`src/rtl/counter_updn_pkg.sv`:
```
// Shared types and constants for the up/down counter.
// Holds the direction encoding and the default counter width.
package counter_updn_pkg;

  typedef enum logic {
    DIR_UP   = 1'b0,
    DIR_DOWN = 1'b1
  } dir_e;

  localparam int CNT_WIDTH_DEFAULT = 8;

endpackage

```
`src/rtl/counter_updn_next.sv`:
```
// Combinational next-state logic for counter_updn: next count and the
// "next edge wraps" condition, both modulo 2^WIDTH.
module counter_updn_next
  import counter_updn_pkg::*;
#(
  parameter int WIDTH = CNT_WIDTH_DEFAULT
) (
  input  logic [WIDTH-1:0] cnt,
  input  logic             en,
  input  logic             down,
  output logic [WIDTH-1:0] cnt_next,
  output logic             wrap
);

  localparam logic [WIDTH-1:0] CNT_MAX = {WIDTH{1'b1}};
  localparam logic [WIDTH-1:0] CNT_ONE = {{(WIDTH-1){1'b0}}, 1'b1};

  dir_e dir;
  assign dir = dir_e'(down);

  // NOTE: every output gets a default first so no path leaves it unassigned (no latch).
  always_comb begin
    cnt_next = cnt;
    wrap     = 1'b0;
    if (en) begin
      if (dir == DIR_DOWN) begin
        cnt_next = cnt - CNT_ONE;
        wrap     = (cnt == '0);
      end else begin
        cnt_next = cnt + CNT_ONE;
        wrap     = (cnt == CNT_MAX);
      end
    end
  end

endmodule

```
`src/rtl/counter_updn.sv`:
```
// Modulo-2^WIDTH up/down counter with enable; state register and reset only.
// Optional terminal-count output tc is built when COUNTER_UPDN_TC_EN is defined.
module counter_updn
  import counter_updn_pkg::*;
#(
  parameter int WIDTH = CNT_WIDTH_DEFAULT
) (
  input  logic             clk50m,
  input  logic             rst_n,
  input  logic             en,
  input  logic             down,
  output logic [WIDTH-1:0] cnt
`ifdef COUNTER_UPDN_TC_EN
  ,
  output logic             tc
`endif
);

  logic [WIDTH-1:0] cnt_next;

`ifdef COUNTER_UPDN_TC_EN
  logic wrap;
`else
  logic wrap_unused;
`endif

  counter_updn_next #(
    .WIDTH (WIDTH)
  ) u_next (
    .cnt      (cnt),
    .en       (en),
    .down     (down),
    .cnt_next (cnt_next),
`ifdef COUNTER_UPDN_TC_EN
    .wrap     (wrap)
`else
    .wrap     (wrap_unused)
`endif
  );

  // NOTE: sequential state uses non-blocking assignment; async reset clears it at once.
  always_ff @(posedge clk50m or negedge rst_n) begin
    if (!rst_n) begin
      cnt <= '0;
    end else begin
      cnt <= cnt_next;
    end
  end

`ifdef COUNTER_UPDN_TC_EN
  // Held low during reset even though cnt=0 with down=1 would otherwise flag a wrap.
  assign tc = wrap & rst_n;
`endif

endmodule

```
`config.mk`:
```
export PLATFORM = sky130hd
export DESIGN_NAME = counter_updn
export DESIGN_NICKNAME = d
export VERILOG_FILES = /design/src/rtl/counter_updn_pkg.sv /design/src/rtl/counter_updn_next.sv /design/src/rtl/counter_updn.sv
export SDC_FILE = /design/constraint.sdc
export NUM_CORES = 1
export LEC_CHECK = 0
export CAP_MARGIN = 30
export CORE_UTILIZATION = 25
export CTS_BUF_LIST = sky130_fd_sc_hd__clkbuf_8
export DETAILED_ROUTE_END_ITERATION = 8
export PLACE_DENSITY = 0.53
export SKIP_LAST_GASP = 1
export SYNTH_ARGS = -nofsm -noshare
export SYNTH_HDL_FRONTEND = slang
export SYNTH_SLANG_ARGS = --single-unit
```
`constraint.sdc`:
```
create_clock -name clk50m -period 2.27 [get_ports clk50m]
set_input_delay 0.454 -clock clk50m [delete_from_list [all_inputs] [get_ports clk50m]]
set_output_delay 0.454 -clock clk50m [all_outputs]
set_load 0.05 [all_outputs]
```
# [Yosys cells after proc, flatten, opt, wreduce, memory -nomap -nowiden]
# Index checks and enable logic that the tools add are counted.
[word_totals] reg_bits=8 wordCells=4
[op_classes] n_mux=1 add_sub_neg=2
[ops] cell="8-bit by 1-bit adder with 8-bit output (second input constant)" count=1
[ops] cell="8-bit 2-to-1 mux" count=1
[ops] cell="8-bit by 1-bit subtractor with 8-bit output (second input constant)" count=1

# [Longest topological paths before layout]
# Gate-level depths: netlist of run 1.
[depth] depth_word=2 ltp_mapped=7 ltp_nobuf=7

# [Modules after synthesis]
# Synthesis of run 1 repeated with hierarchy kept, for this count alone.
[hier_totals] hier_cells=71 hier_area_um2=675.6
[modules_own_cells] module="counter_updn_next" instances=1 cells_each=63 area_each_um2=475.5
[modules_own_cells] module="counter_updn" instances=1 cells_each=8 area_each_um2=200.2

# [Least setup slack after synthesis of run 1]
# OpenSTA, ideal clock, no wires.
[synth_path] path_kind="reg2reg" start="register cnt[1]" end="register cnt[7]" path_stages_with_launch=7 slack_ns=0.313 setup_time_ns=0.122 arrival_time_ns=1.835 t_required_ns=2.148 path_cell_list="dfrtp_1 > ha_1 > a211oi_2 > nor2_1 > a31oi_1 > mux2i_1 > a32o_1"
[synth_via] elab_chain_len=2
[synth_lines] element="from (decl)" line="counter_updn.sv:12" source="output logic [WIDTH-1:0] cnt"
[synth_lines] element="from (signal assigned)" line="counter_updn.sv:46" source="cnt <= cnt_next;"
[synth_lines] element="8-bit by 1-bit adder with 8-bit output or 8-bit by 1-bit subtractor with 8-bit output (tied branches)" line="counter_updn_next.sv:30, counter_updn_next.sv:27"
[synth_lines] element="8-bit 2-to-1 mux *" line="counter_updn_next.sv:26" source="if (dir == DIR_DOWN) begin"
# Mark *: on every way between the ends. The rest lies on a longest branch, timed or not.
# A chain may end at the register's enable or synchronous reset.

# [Worst setup path in the final report of run 1]
[layout_path] start="register cnt[0]" end="output cnt[0]"
# No word-level cell between the ends.

==> results of run 1 <==
[report_power, final]
group / switching [W] / internal, W / total [W]
Sequential: 0.0000672 / 0.000218 / 0.000285
Clock: 0.0000626 / 0.000115 / 0.000178
Combinational: 0.000574 / 0.000480 / 0.00105
Total: 0.000704 / 0.000814 / 0.00152
[per-layer routing]
layer	vias to the layer above	routed length [um]	part of all wire, %	track usage, %
met2	13	655	46	18.8
met3	8	44	3.1	4.39
met1	266	676	47	16.2
li1	291	-	-	-
met5	-	0	0	0
met4	0	59	4.1	12.2
[layout make-up]
class	count	area, um2
clock buffers	3	41.3
multi-input cells	49	397
fillers	228	1380
inverters	4	15.0
well taps	28	35.0
repair buffers	24	210
flip-flops and latches	8	200
[logic make-up after synthesis]
kind of cell | count (synthesis) | share of synthesized area, %
AND/OR/NAND/NOR | 13 | 11.2
XOR/XNOR | 4 | 5.62
buffers and inverters | 5 | 4.22
flip-flops | 8 | 32.1
adder cells (fa/ha/maj) | 7 | 15.3
AO/OA/AOI/OAI | 22 | 26.3
multiplexers | 3 | 5.22
[worst max path at each step]
stage	start	endpoint	slack, ps	depth (start not counted)
2_1_floorplan	cnt[1]	cnt[7]	310	6
5_1_grt	down	cnt[6]	260	7
6_report	cnt[0]	cnt[0]	320	1
4_1_cts	down	cnt[6]	30	7
3_3_place_gp	down	cnt[6]	-190	7
3_5_place_dp	down	cnt[6]	-220	7
[placed cells by master, fill, tap and decap left out, types with 3 or more instances in the layout]
cell	n
o21ai_0	3
buf_4	13
a21oi_1	4
clkbuf_8	3
ha_1	6
clkdlybuf4s50_1	10
xnor2_1	3
a21o_1	3
inv_1	3
nor2_1	4
dfrtp_1	8
[through the flow]
stage | TNS (ps) | total power [W] | cell area, um2 | instances
6_report | 0 | 0.00152 | 898 | 116
5_1_grt | 0 | 0.00164 | 898 | 116
4_1_cts | 0 | 0.00154 | 896 | 116
3_5_place_dp | -533 | 0.00135 | 855 | 113
3_3_place_gp | -398 | 0.00134 | 855 | 113
2_1_floorplan | 0 | 0.000983 | 623 | 62
[what timing repair did]
action / 4_1_cts / 5_1_grt
resized for setup: 0 / 1
endpoints found under the setup margin: 0 / 2
hold buffers: 0 / 0
==> summary.txt, run 1 <==
Timing
  – Post-layout min period: a little under 2000 ps
  – Skew final: roughly 4.3 ps
  – Fmax achieved: 512 MHz
  – Final Slew Violations: 0
  – Fin crit share: 86.0%
  – Setup violations, final: 0
  – Unrepaired setup endpoints after global routing: no
  – Final hold violations: 0
  – Worst path setup slack after routing: ~320 ps
  – Hold Slack: a little over 500 ps
  – Slew headroom: between 60% and 70%
  – Worst Tran Pin Value: ~490 ps

Worst setup path
  – Reg2reg path depth: 6
  – Top delay family on crit path: buffers and inverters
  – Worst Setup Start Kind: flop
  – Max FO, Critical Path: 5
  – Critical Path End Type: output port
  – CP arrival: about 1500 ps
  – CP max-delay cell: clkdlybuf4s50_1
  – Worst EP required: 1820 ps
  – Max incr delay on CP: roughly 840 ps
  – R2r setup slk: 490 ps
  – Reg-to-reg endpoint: cnt[7]
  – Worst R2R Start: cnt[1]
  – CP bufs+invs: 1
  – WS Path Type: flop to output port
  – CP cell instances: clkdlybuf4s50_1

Placed design
  – Hpwl dp: roughly 1100 um
  – GP Congestion: between 0.8 and 0.9
  – Port bufs: 11
  – Place WS: -217 ps

Clock network
  – Clock Pin Slew Worst Setup and Hold Paths: about 40 ps
  – Skew-Pair Late Insertion Delay: approximately 230 ps
  – Clock root cell: clkbuf_8
  – CTS Buf Count: 3
  – Sink Count: 8
  – H-tree depth: 1
  – Setup Fix Bufs, Post-CTS: 0
  – CTS tree: built
  – CTS Buffer Depth: 2

Floorplan
  – Die Ht: about 52 um
  – Die W: just over 50 um
  – I/O Pins: 12
  – Num rows: 17
  – Core Area: around 2300 um2
  – Die area: around 2700 um2
  – Initial Util: around 27%

Detailed routing
  – Antenna-violating nets left: 0
  – Routed vias: about 580
  – Vias/cell: approximately 5
  – Pre-Repair DR Iteration Count: 3
  – WL per Instance: 12.4 um
  – Number of remaining DRC errors: 0
  – Initial DRC Count: 4
  – Routed WL: around 1400 um

Yosys
  – Mapped Cells: 62
  – Mean Syn Cell Area: roughly 10 um2
  – Synth top area share: around a third
  – Top cells by area, synth: dfrtp_1 32%, ha_1 12%, xnor2_1 4.2%, a21o_1 3.6%, mux2_2 3.6%
  – Count leader, synth: dfrtp_1
  – Post-synth net total: 73
  – Post-synth top cells: 8 x dfrtp_1, 6 x ha_1, 4 x a21oi_1, 4 x nor2_1
  – Synth unique cells: 30
  – Netlist Area Pre-Place: 623 um2
  – Ys Warns: 0
  – Seq cells post-synth: 8
  – Post-synthesis async set-or-reset flop share: between 90% and 100%
  – Post-synthesis sequential area ratio: between 30% and 40%
  – EDFF count, synth: 0
  – Largest area contributor in the netlist: dfrtp_1
  – Top_reg_cell synth: dfrtp_1

Cells and area
  – Inserted Diodes: 0
  – Largest registers: cnt x8
  – Final Util: roughly two fifths
  – Area growth syn-to-layout: 44.2%
  – Final net count: slightly above 100
  – Most flops, register: cnt
  – Max reg flops: 8
  – Layout cells sized above 1: about a quarter

Global routing
  – GRT overflow: 0
  – First-pass GRT wire length: between 2000 and 2500 um
  – Number of global-route vias before repair: about 570
  – GRT Total Usage: about 14%
  – Largest net degree at the start of global routing: 9
  – Initial antenna violation count: 0

Run status
  – Status: finished clean

Pwr
  – Worst vdd ir: just under 0.8 mV
  – Power density over the cells: 1690 nW/um2
  – LEAKAGE: roughly 0.41 nW

Worst hold path
  – Worst hold path class: primary input to async pin

Flow run
  – Max Cap Viol: 0
No activity file was read; power rests on OpenSTA's default activity.
==> run 2, diff against run 1 <==
--- a/config.mk
+++ b/config.mk
@@ -14,3 +14,4 @@
 export SYNTH_ARGS = -nofsm -noshare
 export SYNTH_HDL_FRONTEND = slang
 export SYNTH_SLANG_ARGS = --single-unit
+export TNS_END_PERCENT = 30
==> results of run 2 <==
No change in the layout: final DEF, timing and power equal those of run 1.
==> run 3, diff against run 2 <==
--- a/config.mk
+++ b/config.mk
@@ -5,6 +5,7 @@
 export SDC_FILE = /design/constraint.sdc
 export NUM_CORES = 1
 export LEC_CHECK = 0
+export ABC_AREA = 0
 export CAP_MARGIN = 30
 export CORE_UTILIZATION = 25
 export CTS_BUF_LIST = sky130_fd_sc_hd__clkbuf_8
==> results of run 3 <==
No change in the layout: final DEF, timing and power equal those of run 1.
